<file path="config.mk">
export PLATFORM = sky130hd
export DESIGN_NAME = yc_cvbs_mix
export DESIGN_NICKNAME = d
export VERILOG_FILES = /design/src/rtl/yc_pkg.sv /design/src/rtl/yc_sat_scale.sv /design/src/rtl/yc_cvbs_mix.sv
export SDC_FILE = /design/constraint.sdc
export NUM_CORES = 1
export LEC_CHECK = 0
export CAP_MARGIN = 40
export CORE_ASPECT_RATIO = 1.2
export CORE_MARGIN = 2
export CORE_UTILIZATION = 45
export CTS_BUF_LIST = sky130_fd_sc_hd__clkbuf_16
export DETAILED_ROUTE_END_ITERATION = 10
export GPL_TIMING_DRIVEN = 0
export PLACE_DENSITY = 0.68
export SLEW_MARGIN = 20
export SYNTH_ARGS = -nofsm -noshare
export SYNTH_HDL_FRONTEND = slang
export SYNTH_SLANG_ARGS = --single-unit
</file>
<file path="constraint.sdc">
create_clock -name clk -period 3.5 [get_ports clk]
set_clock_uncertainty 0.15 [all_clocks]
set_input_delay 0.35 -clock clk [delete_from_list [all_inputs] [get_ports clk]]
set_output_delay 0.35 -clock clk [all_outputs]
set_load 0.02 [all_outputs]
</file>
<file path="src/rtl/yc_pkg.sv">
// Shared definitions for the YC encoder back end: line states, default
// video levels/gains and the 8-bit output clamp.
package yc_pkg;

  typedef enum logic [2:0] {
    ST_SYNC,
    ST_PORCH,
    ST_BURST,
    ST_BLANK,
    ST_ACTIVE
  } line_st_t;

  localparam logic [7:0]  SYNC_LVL_D    = 8'd0;
  localparam logic [7:0]  BLANK_LVL_D   = 8'd72;
  localparam logic [7:0]  SETUP_LVL_D   = 8'd10;
  localparam logic [8:0]  Y_GAIN_D      = 9'd183;
  localparam logic [8:0]  C_GAIN_D      = 9'd128;
  localparam logic [11:0] BURST_START_D = 12'd40;
  localparam logic [11:0] BURST_END_D   = 12'd240;

  function automatic logic [7:0] sat8(input logic signed [10:0] v);
    if (v < 11'sd0)
      return 8'd0;
    else if (v > 11'sd255)
      return 8'd255;
    else
      return v[7:0];
  endfunction

endpackage

</file>
<file path="src/rtl/yc_sat_scale.sv">
// Signed operand times unsigned gain, arithmetic shift by 8, two register
// stages; the second stage can be forced to zero by the gate input.
module yc_sat_scale #(
  parameter logic [8:0] GAIN = 9'd128
) (
  input  logic              clk,
  input  logic              rst_n,
  input  logic signed [8:0] operand,
  input  logic              gate,
  output logic signed [9:0] result
);

  logic signed [18:0] op_x;
  logic signed [18:0] gain_x;
  logic signed [18:0] prod;

  assign op_x   = {{10{operand[8]}}, operand};
  assign gain_x = {10'd0, GAIN};

  // Product fits in 18 bits for any 9-bit gain, so [17:8] is the >>>8 result.
  always_ff @(posedge clk or negedge rst_n) begin
    if (!rst_n) begin
      prod   <= '0;
      result <= '0;
    end else begin
      prod   <= op_x * gain_x;
      result <= gate ? prod[17:8] : 10'sd0;
    end
  end

endmodule

</file>
<file path="src/rtl/yc_cvbs_mix.sv">
// Composite mixer: adds sync/blank/setup levels to luma, gates chroma to
// burst and active video, and sums both into a clamped CVBS word.
module yc_cvbs_mix
  import yc_pkg::*;
#(
  parameter logic [7:0]  SYNC_LVL    = SYNC_LVL_D,
  parameter logic [7:0]  BLANK_LVL   = BLANK_LVL_D,
  parameter logic [7:0]  SETUP_LVL   = SETUP_LVL_D,
  parameter logic [8:0]  Y_GAIN      = Y_GAIN_D,
  parameter logic [8:0]  C_GAIN      = C_GAIN_D,
  parameter logic [11:0] BURST_START = BURST_START_D,
  parameter logic [11:0] BURST_END   = BURST_END_D
) (
  input  logic        clk,
  input  logic        rst_n,
  input  logic        pal_en,
  input  logic [23:0] din,
  input  logic        de_i,
  input  logic        hsync_i,
  input  logic        vsync_i,
  input  logic        csync_i,
  output logic [23:0] dout,
  output logic        hsync_o,
  output logic        vsync_o,
  output logic        csync_o
);

  line_st_t    state, state_nxt, st2;
  logic [11:0] pos_cnt, pos_nxt;
  logic        vs1, pal1, pal2, chroma_en;
  logic [2:0]  hs_pipe, vs_pipe, cs_pipe;
  logic signed [8:0] y_op, c_op;
  logic signed [9:0] y_s, c_s;
  logic [9:0]  lvl;
  logic signed [10:0] cvbs_sum, c_sum;
  logic        unused_din;

  assign unused_din = ^din[7:0];

  // The state register holds the class of the pixel now in stage 1.
  always_ff @(posedge clk or negedge rst_n) begin
    if (!rst_n) begin
      state   <= ST_BLANK;
      pos_cnt <= '0;
    end else begin
      state   <= state_nxt;
      pos_cnt <= pos_nxt;
    end
  end

  always_comb begin
    state_nxt = state;
    pos_nxt   = pos_cnt;
    if (csync_i) begin
      state_nxt = ST_SYNC;
      pos_nxt   = '0;
    end else begin
      if (state != ST_SYNC && pos_cnt != 12'hFFF)
        pos_nxt = pos_cnt + 12'd1;
      if (state == ST_SYNC)
        state_nxt = ST_PORCH;
      else if (state == ST_PORCH && pos_cnt == BURST_START - 12'd1)
        state_nxt = ST_BURST;
      else if (state == ST_BURST && pos_cnt == BURST_END)
        state_nxt = ST_BLANK;
      else if (de_i && (state == ST_PORCH || state == ST_BURST || state == ST_BLANK))
        state_nxt = ST_ACTIVE;
      else if (state == ST_ACTIVE && !de_i)
        state_nxt = ST_BLANK;
    end
  end

  assign y_op      = $signed({1'b0, din[15:8]});
  assign c_op      = $signed({1'b0, din[23:16]}) - 9'sd128;
  assign chroma_en = (state == ST_BURST && !vs1) || state == ST_ACTIVE;

  yc_sat_scale #(.GAIN(Y_GAIN)) u_y_scale (
    .clk(clk), .rst_n(rst_n), .operand(y_op), .gate(1'b1), .result(y_s)
  );

  yc_sat_scale #(.GAIN(C_GAIN)) u_c_scale (
    .clk(clk), .rst_n(rst_n), .operand(c_op), .gate(chroma_en), .result(c_s)
  );

  always_ff @(posedge clk or negedge rst_n) begin
    if (!rst_n) begin
      vs1     <= 1'b0;
      pal1    <= 1'b0;
      pal2    <= 1'b0;
      st2     <= ST_BLANK;
      hs_pipe <= '0;
      vs_pipe <= '0;
      cs_pipe <= '0;
    end else begin
      vs1     <= vsync_i;
      pal1    <= pal_en;
      pal2    <= pal1;
      st2     <= state;
      hs_pipe <= {hs_pipe[1:0], hsync_i};
      vs_pipe <= {vs_pipe[1:0], vsync_i};
      cs_pipe <= {cs_pipe[1:0], csync_i};
    end
  end

  always_comb begin
    lvl = {2'b00, BLANK_LVL};
    if (st2 == ST_SYNC)
      lvl = {2'b00, SYNC_LVL};
    else if (st2 == ST_ACTIVE)
      lvl = {2'b00, BLANK_LVL} + (pal2 ? 10'd0 : {2'b00, SETUP_LVL}) + $unsigned(y_s);
  end

  assign cvbs_sum = $signed({1'b0, lvl}) + {c_s[9], c_s};
  assign c_sum    = 11'sd128 + {c_s[9], c_s};

  // The sync tip never carries chroma, whatever the gate says.
  always_ff @(posedge clk or negedge rst_n) begin
    if (!rst_n) begin
      dout <= {BLANK_LVL, BLANK_LVL, 8'd128};
    end else begin
      dout <= {(st2 == ST_SYNC) ? SYNC_LVL : sat8(cvbs_sum),
               sat8($signed({1'b0, lvl})), sat8(c_sum)};
    end
  end

  assign hsync_o = hs_pipe[2];
  assign vsync_o = vs_pipe[2];
  assign csync_o = cs_pipe[2];

endmodule

</file>
==> summary.txt, run 1 <==
STA
  – RSZ-0062 raised after global routing: yes
  – Final setup vio count: 0
  – Worst Max-Slew Pin Slew: about 0.58 ns
  – Hold Vio Cnt, Final: 0
  – FMAX: roughly 300 MHz
  – Pins Over Slew Limit: 0
  – Post-route setup slack: 0.1064 ns
  – Slew HR: 0.6110
  – Period utilization: 0.9696
  – Crit path time final: 3.394 ns

Finish
  – Fill cells: ~860
  – Share of layout cells above drive strength 1: 0.1448
  – Layout Nets: about 610
  – Area of the multi-input gates: 2509 sq um
  – Ant diodes: 0
  – FF+latch area: 2088 sq um
  – Area growth syn-to-layout: 27.01%

Global routing
  – Grt total ovfl: 0
  – Largest net degree at the start of global routing: between 50 and 60
  – First-pass GRT wire length: around 14000 microns
  – Overall Global Routing Usage: 0.1569
  – Vias in the first global route: roughly 3200
  – Antenna violations before repair: 0

Setup path
  – CP dominant cell by count: fa_1
  – Worst-path cell chain: buf_12 > ha_4 > inv_4 > fa_1 > fa_1 > inv_1 > fa_1 > ha_4 > nor3_2 > o211ai_1 > a41oi_2 > o21bai_1 > a21oi_1 > xnor2_1
  – RR Endpoint: dout[18]
  – CP peak stage delay: around 0.51 ns
  – R2R depth: 14
  – Reg2Reg Setup Slack: approximately 0.18 ns
  – Critical Path Source Type: primary input
  – CP bufs+invs: 3
  – Worst setup path class: primary input to register
  – Worst R2R Start: pal2
  – CP Data Arrival Time: 3.50 ns
  – Largest delay share family, worst path: adder cells
  – Crit path launch: din[12]
  – CP Capture Type: register
  – Worst Path Max Fanout: 3
  – Worst EP required: 3.60 ns
  – Slowest cell on the critical path: fa_1

Power
  – Pleak: 2.869 nW
  – Net Sw Frac: 0.3150
  – Pwr per Cell Area: between 500 and 600 nW/um^2
  – Final Power: 3.399 mW
  – Pint: approximately 2.3 mW
  – Share of total power in the clock network: 0.269
  – P_sw: ~1.1 mW
  – Maximum vdd drop: around 240 uV
  – Comb pwr share: 0.385
  – Share of total power in sequential cells: 0.346

Yosys
  – Dominant cells by area after synthesis: dfrtp_1 (40%), ha_1 (15%), fa_1 (9.0%), inv_1 (5.2%), dfstp_2 (5.1%)
  – Synth Register Bits: 83
  – Ys async rst share: 1.000
  – Post-synth top area cell: dfrtp_1
  – Top-count cell post-synth: dfrtp_1
  – Yosys top cell area share: 0.3970
  – Yosys cell types: 42
  – Syn nets: ~540
  – Synth Instances: roughly 430
  – Synth Flop Type: dfrtp_1
  – Seq/Total Area, Yosys: 0.4477
  – Syn. warnings: 0
  – Post-Syn Area: 4664 sq um
  – Avg Inst Size Synth: roughly 11 sq um
  – Number of synthesized flops with an enable pin: 0
  – Commonest cells post-synth: dfrtp_1 (74), inv_1 (65), ha_1 (56), nor2_1 (30), fa_1 (21)

CTS
  – CTS H-tree lvls: 3
  – CTS tree: built
  – Reg clk slew, reported paths: approximately 0.06 ns
  – Worst-skew pair later-pin latency: about 0.34 ns
  – CTS Sinks: 83
  – Clk buf depth: 2
  – CTS buffer count: 9
  – Root buffer cell: clkbuf_16

Route
  – Post-route ant nets: 0
  – Routed vias: about 3100
  – Drt wl/cell: ~13 microns
  – Remaining DRCs: 0
  – Detailed-router iteration count before antenna repair: 4
  – Avg Vias per Cell: approximately 5
  – Final wirelength: between 8000 and 9000 microns
  – Starting DRT DRC Count: 83

Floorplan
  – Die area: between 10000 and 15000 sq um
  – Die W: ~97 microns
  – Row count: 40
  – Starting density of the core: 0.4637
  – # IOs: 58
  – Core area: 10060 sq um
  – DIE HEIGHT: 115.5 microns

Placement
  – Worst slack at placement: -0.8627 ns
  – I/O Buffers: 48
  – DP HPWL: about 6300 microns
  – Gp weighted congestion: between 0.8 and 0.9

Min path
  – Worst hold path type: register to register
  – HP Start: hs_pipe[1]
  – Worst Hold Depth: 0
  – Worst Hold Path EP: hs_pipe[2]

Status
  – Status: complete, no violations

Job
  – Max_cap viols: 0
[routing by layer]
metal / routed length, microns / track usage / part of all wire
met2: 4428 / 0.2963 / 0.54
met3: 299 / 0.04825 / 0.036
met5: 0 / 0 / 0
met1: 3378 / 0.1702 / 0.41
met4: 115 / 0.04601 / 0.014
[logic make-up after synthesis]
| logic type | after synthesis | share of synthesized area |
|---|---|---|
| simple gates | 103 | 0.1127 |
| buf+inv | 75 | 0.06035 |
| mux | 2 | 0.004292 |
| flops | 83 | 0.4477 |
| compound gates | 64 | 0.08959 |
| fa+ha+maj | 77 | 0.2403 |
| xor+xnor | 24 | 0.04506 |
[cells in the final DEF (no fill, tap or decap), types with 3 or more instances in the layout]
| cell | instances |
|---|---|
| clkbuf_1 | 10 |
| o21ai_0 | 8 |
| nor3_1 | 6 |
| nand3_1 | 8 |
| ha_1 | 43 |
| or2_2 | 4 |
| nand2b_1 | 3 |
| dfstp_2 | 9 |
| buf_4 | 11 |
| dfrtp_1 | 74 |
| and3_1 | 5 |
| fa_1 | 21 |
| a21oi_1 | 15 |
| xor2_1 | 11 |
| a211oi_1 | 3 |
| nand4_1 | 4 |
| inv_1 | 63 |
| ha_4 | 13 |
| and2_1 | 11 |
| nor2_1 | 28 |
| clkbuf_16 | 9 |
| buf_2 | 4 |
| a31oi_1 | 4 |
| xnor2_1 | 13 |
| o21a_1 | 12 |
| clkdlybuf4s50_1 | 39 |
| nand2_1 | 18 |
| a21o_1 | 6 |
[how the worst max path moves through the flow]
stage | endpoint | slack [ns] | cells past startpoint
after detailed placement | u_y_scale.prod[13] | -0.86 | 14
after floorplan | u_y_scale.prod[15] | -0.02 | 13
final | u_y_scale.prod[13] | 0.11 | 14
after CTS | dout[18] | 0.0006 | 15
after global routing | u_y_scale.prod[13] | -0.03 | 14
after global placement | u_y_scale.prod[13] | -0.80 | 14
[worst reg2reg max path: cells and delay by family (launching register included)]
| kind | cells | cell delay [ns] |
|---|---|---|
| AOI/OAI and AO/OA | 5 | 1.01 |
| and+or+nand+nor | 4 | 0.76 |
| adders and majority gates | 3 | 0.70 |
| DFF | 1 | 0.39 |
| xor gates and xnor gates | 1 | 0.16 |
| buffers and inverters | 1 | 0.05 |
[flip-flops by register name, indices dropped and copies added, names as in the netlist]
register and flops:
cs_pipe 3, dout 24, hs_pipe 3, pal1 1
pal2 1, pos_cnt 12, st2 3, state 3
u_c_scale.prod 7, u_c_scale.result 7, u_y_scale.prod 8, u_y_scale.result 8
vs_pipe 3
[area by class of cell]
cell class                 count  area share
buffer                        10    0.006336
clock buffer                   9     0.03801
clock inverter                 7     0.01140
inverter                      65     0.04161
multi-input combinational    270      0.4234
sequential                    83      0.3525
tap                          126     0.02661
timing repair buffer          60      0.1001
[per-stage QoR]
step	hold WS (ns)	util	setup TNS (ns)	cells	area, sq um
2_1_floorplan	-0.09559	-	-0.02415	428	4681
3_3_place_gp	0.1818	0.5287	-62.59	602	5319
3_5_place_dp	0.1321	0.5312	-4.846	603	5344
4_1_cts	0.1975	0.5734	0	623	5768
5_1_grt	0.2028	0.5889	-0.07187	630	5924
6_report	0.1951	0.5889	0	630	5924
[power groups by stage]
| stage | Clock, mW | Combinational [mW] | Sequential (mW) |
|---|---|---|---|
| floorplan | 0 | 0.746 | 1.23 |
| global placement | 0 | 1.04 | 1.19 |
| detailed placement | 0 | 1.08 | 1.20 |
| CTS | 0.941 | 1.22 | 1.18 |
| global route | 0.985 | 1.47 | 1.20 |
| finish | 0.915 | 1.31 | 1.18 |
[timing repair]
action / CTS / global route
pin swaps: 12 / 15
hold buffers: 1 / 0
hold endpoints to repair: 20 / 0
setup endpoints to repair: 6 / 11
setup buffers: 3 / 7
resized for setup: 48 / 25
No activity file was read; power rests on OpenSTA's default activity.
==> run 2: changes to the inputs <==
Settings changed: PLACE_DENSITY 0.68 to 0.67.
==> summary.txt, run 2 (synthesis results as in run 1) <==
Global routing
  – Grt total ovfl: 0
  – Vias in the first global route: 3129
  – Overall Global Routing Usage: 0.1533
  – Antenna violations before repair: 0
  – Largest net degree at the start of global routing: slightly above 60
  – First-pass GRT wire length: about 14000 microns

Finish
  – FF+latch area: ~2100 sq um
  – Ant diodes: 0
  – Biggest regs: dout: 24 flops, pos_cnt: 12 flops
  – Fill cells: 840
  – Number of flip-flops in the largest register: 24
  – Most frequent cells in the layout: dfrtp_1 (74), inv_1 (65), ha_1 (42)
  – Register with the most flip-flops: dout
  – Share of layout cells above drive strength 1: 0.1517
  – Final non-filler cell area: between 5000 and 6000 sq um
  – Most common cell after layout, fill and taps aside: dfrtp_1
  – Area of the multi-input gates: between 2000 and 3000 sq um
  – Area growth syn-to-layout: 27.74%
  – Layout Nets: 604

Status
  – Status: complete, no violations

STA
  – Period utilization: 0.9777
  – FMAX: ~290 MHz
  – Crit path time final: about 3.4 ns
  – Pins Over Slew Limit: 0
  – Slew HR: 0.5674
  – Final setup vio count: 0
  – Hold Vio Cnt, Final: 0
  – Worst Max-Slew Pin Slew: 0.6475 ns

Placement
  – Gp weighted congestion: 0.8585
  – Cell Area, Placed: between 5000 and 6000 sq um
  – I/O Buffers: between 40 and 50
  – DP HPWL: 6248 microns

CTS
  – CTS tree: built
  – CTS Sinks: just over 80
  – CTS buffer count: 9
  – Worst-skew pair later-pin latency: roughly 0.34 ns
  – Clk buf depth: 2
  – Root buffer cell: clkbuf_16
  – Reg clk slew, reported paths: about 0.05 ns
  – CTS H-tree lvls: 3

Route
  – Detailed-router iteration count before antenna repair: 4
  – Starting DRT DRC Count: 92
  – Drt wl/cell: 13.35 microns
  – Post-route ant nets: 0
  – Routed vias: 3112
  – Final wirelength: between 8000 and 9000 microns
  – Remaining DRCs: 0
  – Avg Vias per Cell: 4.963

Power
  – Pleak: approximately 2.9 nW
  – Maximum vdd drop: approximately 240 uV
  – Final Power: between 3 and 4 mW
  – Pwr per Cell Area: around 580 nW/um^2

Floorplan
  – # IOs: 58
  – DIE HEIGHT: 115.5 microns
  – Die area: approximately 11000 sq um
  – Die W: slightly below 100 microns
  – Core area: between 10000 and 15000 sq um
  – Starting density of the core: 0.4637
  – Row count: 40

Job
  – Max_cap viols: 0

Min path
  – Worst hold path type: register to register

Setup path
  – CP Capture Type: register
  – Worst setup path class: primary input to register
  – CP Data Arrival Time: roughly 3.5 ns
  – Worst EP required: between 3 and 4 ns
  – Worst Path Max Fanout: 3
  – Critical Path Source Type: primary input
run 2: cell type report:
cell class	count	area share
clock buffer	9	0.03780
sequential	83	0.3505
tap	126	0.02646
timing repair buffer	57	0.09660
multi-input combinational	270	0.4347
clock inverter	7	0.006300
buffer	10	0.006300
inverter	65	0.04137
run 2: what timing repair did:
item,CTS,global route
endpoints found under the hold margin,17,0
gates resized for setup,39,53
setup buffers,4,3
pin swaps,10,24
setup endpoints to repair,6,12
hold buffers,1,0
run 2: worst paths after layout:
check	to	depth (start not counted)	from	slack, ns
max	u_y_scale.prod[15]	14	din[12]	0.08
min	pal2	0	pal1	0.20
min reg2reg	pal2	0	pal1	0.20
max reg2reg	dout[21]	14	pal2	0.19
max in group asynchronous	state[0]	3	rst_n	2.29
min in group asynchronous	dout[1]	2	rst_n	0.29
run 2: stage by stage:
stage	instances	worst slack, ns	utilization	TNS [ns]	hold WS, ns
2_1_floorplan	428	-0.02415	-	-0.02415	-0.09559
3_3_place_gp	602	-0.7944	0.5287	-57.16	0.1820
3_5_place_dp	603	-0.8720	0.5312	-4.800	0.1106
4_1_cts	624	0.01112	0.5663	0	0.1962
5_1_grt	627	-0.008852	0.5923	-0.009721	0.1997
6_report	627	0.07806	0.5923	0	0.1960
run 2: routing by layer:
metal,vias to the layer above,global-route usage,wire [microns]
met5,-,0,0
met4,0,0.07606,211
met3,15,0.03619,303
met2,51,0.2852,4462
met1,1496,0.1640,3392
li1,1550,-,-
run 2: power by group:
group | switching (mW) | internal (mW)
Sequential | 0.0584 | 1.12
Combinational | 0.727 | 0.708
Clock | 0.354 | 0.471
Total | 1.14 | 2.30
run 2: critical path, cell delays in order:
cell	delay (ns)
buf_12	0.11
ha_4	0.27
inv_4	0.04
fa_1	0.48
fa_1	0.52
inv_1	0.05
fa_1	0.54
ha_4	0.20
nor3_4	0.04
o211ai_1	0.19
a41oi_4	0.22
o31ai_4	0.24
a21oi_1	0.11
xnor2_1	0.14
==> run 3: changes to the inputs <==
--- a/config.mk
+++ b/config.mk
@@ -11,3 +11,3 @@
 export CORE_UTILIZATION = 45
-export CTS_BUF_LIST = sky130_fd_sc_hd__clkbuf_16
+export CTS_BUF_LIST = sky130_fd_sc_hd__clkbuf_8
 export DETAILED_ROUTE_END_ITERATION = 10
==> constraint.sdc (replaced) <==
create_clock -name clk -period 3.5 [get_ports clk]
set_clock_uncertainty 0.15 [all_clocks]
set_input_delay 0.7 -clock clk [delete_from_list [all_inputs] [get_ports clk]]
set_output_delay 0.7 -clock clk [all_outputs]
set_load 0.02 [all_outputs]
==> summary.txt, run 3 (synthesis results as in run 1) <==
STA
  – Pins Over Slew Limit: 0
  – Period utilization: 1.061
  – Post-route setup slack: -0.2135 ns
  – Hold Vio Cnt, Final: 0
  – Final setup vio count: 5
  – Crit path time final: about 3.7 ns
  – FMAX: roughly 270 MHz
  – RSZ-0062 raised after global routing: yes
  – Worst Max-Slew Pin Slew: 0.5937 ns
  – Slew HR: 0.6034

Setup path
  – CP dominant cell by count: fa_1
  – Worst EP required: 3.64 ns
  – RR Endpoint: dout[23]
  – Crit path launch: din[11]
  – CP bufs+invs: 3
  – Reg2Reg Setup Slack: 0.23 ns
  – Worst-path cell chain: buf_12 > ha_4 > inv_2 > fa_1 > fa_1 > inv_1 > fa_1 > ha_4 > nor3_4 > o211ai_1 > a41oi_4 > o31ai_4 > a21oi_1 > xnor2_1
  – Worst R2R Start: st2[1]
  – CP Capture Type: register
  – Slowest cell on the critical path: fa_1
  – Critical Path Source Type: primary input
  – R2R depth: 11
  – Largest delay share family, worst path: adder cells
  – Worst Path Max Fanout: 3
  – CP peak stage delay: between 0.4 and 0.5 ns
  – Worst setup path class: primary input to register
  – CP Data Arrival Time: between 3 and 4 ns

Status
  – Failing checks: negative setup slack
  – Status: finished, violations left

CTS
  – CTS tree: built
  – Root buffer cell: clkbuf_8
  – CTS H-tree lvls: 3
  – Reg clk slew, reported paths: 0.08 ns
  – Hold-fix buffers, CTS: 0
  – Clk buf depth: 2
  – Worst-skew pair later-pin latency: roughly 0.37 ns
  – CTS Sinks: 83
  – CTS buffer count: 9

Route
  – Detailed-router iteration count before antenna repair: 5
  – Post-route ant nets: 0
  – Starting DRT DRC Count: 95
  – Avg Vias per Cell: ~5.0
  – Final wirelength: roughly 8300 microns
  – Remaining DRCs: 0
  – Routed vias: between 3000 and 4000
  – Drt wl/cell: between 10 and 15 microns

Finish
  – Number of flip-flops in the largest register: 24
  – Most common cell after layout, fill and taps aside: dfrtp_1
  – Share of layout cells above drive strength 1: 0.1742
  – Ant diodes: 0
  – Fin util: 0.5924
  – Most frequent cells in the layout: dfrtp_1 (74), inv_1 (61), ha_1 (42)
  – Area growth syn-to-layout: 27.76%
  – Register with the most flip-flops: dout
  – Post-Layout Cell Count: 637
  – Layout Nets: 614
  – Biggest regs: dout: 24 flops, pos_cnt: 12 flops
  – Fill cells: 850

Floorplan
  – DIE HEIGHT: 115.5 microns
  – Die area: around 11000 sq um
  – # IOs: 58
  – Starting density of the core: 0.4637
  – Core area: ~10000 sq um
  – Row count: 40
  – Die W: slightly below 100 microns

Global routing
  – Antenna violations before repair: 0
  – Overall Global Routing Usage: 0.1607
  – Grt total ovfl: 0
  – Largest net degree at the start of global routing: 63
  – First-pass GRT wire length: between 10000 and 15000 microns
  – Vias in the first global route: ~3300

Power
  – Final Power: around 3.3 mW
  – Pwr per Cell Area: roughly 550 nW/um^2
  – Maximum vdd drop: 278.6 uV
  – Pleak: about 2.9 nW

Placement
  – DP HPWL: approximately 6200 microns
  – I/O Buffers: between 40 and 50
  – DP Cell Count: about 600
  – Gp weighted congestion: 0.8243

Min path
  – Worst hold path type: primary input to asynchronous set/reset pin

Job
  – Max_cap viols: 0
-- run 3: changes by cell type in the layout (fill, tap and decap cells not counted), moves of 2 or more --
cell       delta
clkbuf_8     +11
clkbuf_16     -9
clkinv_2      -2
inv_1         -4
a21oi_2       +2
buf_4        +10
buf_8         +2
inv_2         +3
-- run 3: layout make-up --
| class | instances | area [sq um] | area share |
|---|---|---|---|
| clock inverter | 5 | 53.80 | 0.009028 |
| multi-input combinational | 270 | 2552 | 0.4283 |
| tap | 126 | 157.7 | 0.02645 |
| sequential | 83 | 2088 | 0.3504 |
| timing repair buffer | 67 | 671.9 | 0.1127 |
| clock buffer | 11 | 151.4 | 0.02540 |
| buffer | 10 | 37.54 | 0.006299 |
| inverter | 65 | 246.5 | 0.04136 |
-- run 3: through the flow --
stage               area [sq um]  setup WS (ns)  hold slack (ns)  setup TNS (ns)
floorplan                   4736        -0.3248           0.1812         -0.9680
global placement            5374         -1.174           0.1819          -87.20
detailed placement          5399         -1.202           0.1855          -7.686
CTS                         5808        -0.2489          0.05663         -0.9112
global route                5959        -0.3767          0.07238          -1.685
finish                      5959        -0.2135          0.05584         -0.8670
-- run 3: worst max-delay path by stage --
stage / end / slack (ns) / cells after the start
after floorplan: u_y_scale.prod[15] / -0.32 / 13
after global placement: u_y_scale.prod[15] / -1.17 / 14
after detailed placement: u_y_scale.prod[15] / -1.20 / 14
after CTS: u_y_scale.prod[15] / -0.25 / 14
after global routing: u_y_scale.prod[13] / -0.38 / 14
final: u_y_scale.prod[15] / -0.21 / 14
-- run 3: repair_timing --
item | in CTS | in global routing
buffers inserted | 10 | 8
gates resized for setup | 66 | 18
pin swaps | 22 | 12
setup endpoints to repair | 8 | 14
-- run 3: worst reg2reg max path: stages (launching register included) --
cell,delay [ns]
dfstp_2,0.38
nor2_1,0.36
and3_1,0.29
ha_1,0.21
inv_1,0.07
fa_1,0.44
nor2b_4,0.14
o31a_1,0.21
o21a_1,0.21
mux2i_1,0.11
o311a_4,0.40
o21a_1,0.20
-- run 3: routing by layer --
| metal | up-vias | share of wire | GRT usage |
|---|---|---|---|
| met5 | - | 0 | 0 |
| met4 | 0 | 0.025 | 0.09296 |
| met3 | 16 | 0.027 | 0.02352 |
| met2 | 55 | 0.53 | 0.2949 |
| met1 | 1530 | 0.42 | 0.1793 |
| li1 | 1568 | - | - |
-- run 3: power by group --
part           internal (mW)  switching [mW]  total (mW)
Sequential              1.12          0.0552        1.18
Combinational          0.715           0.699        1.41
Clock                  0.365           0.336       0.700
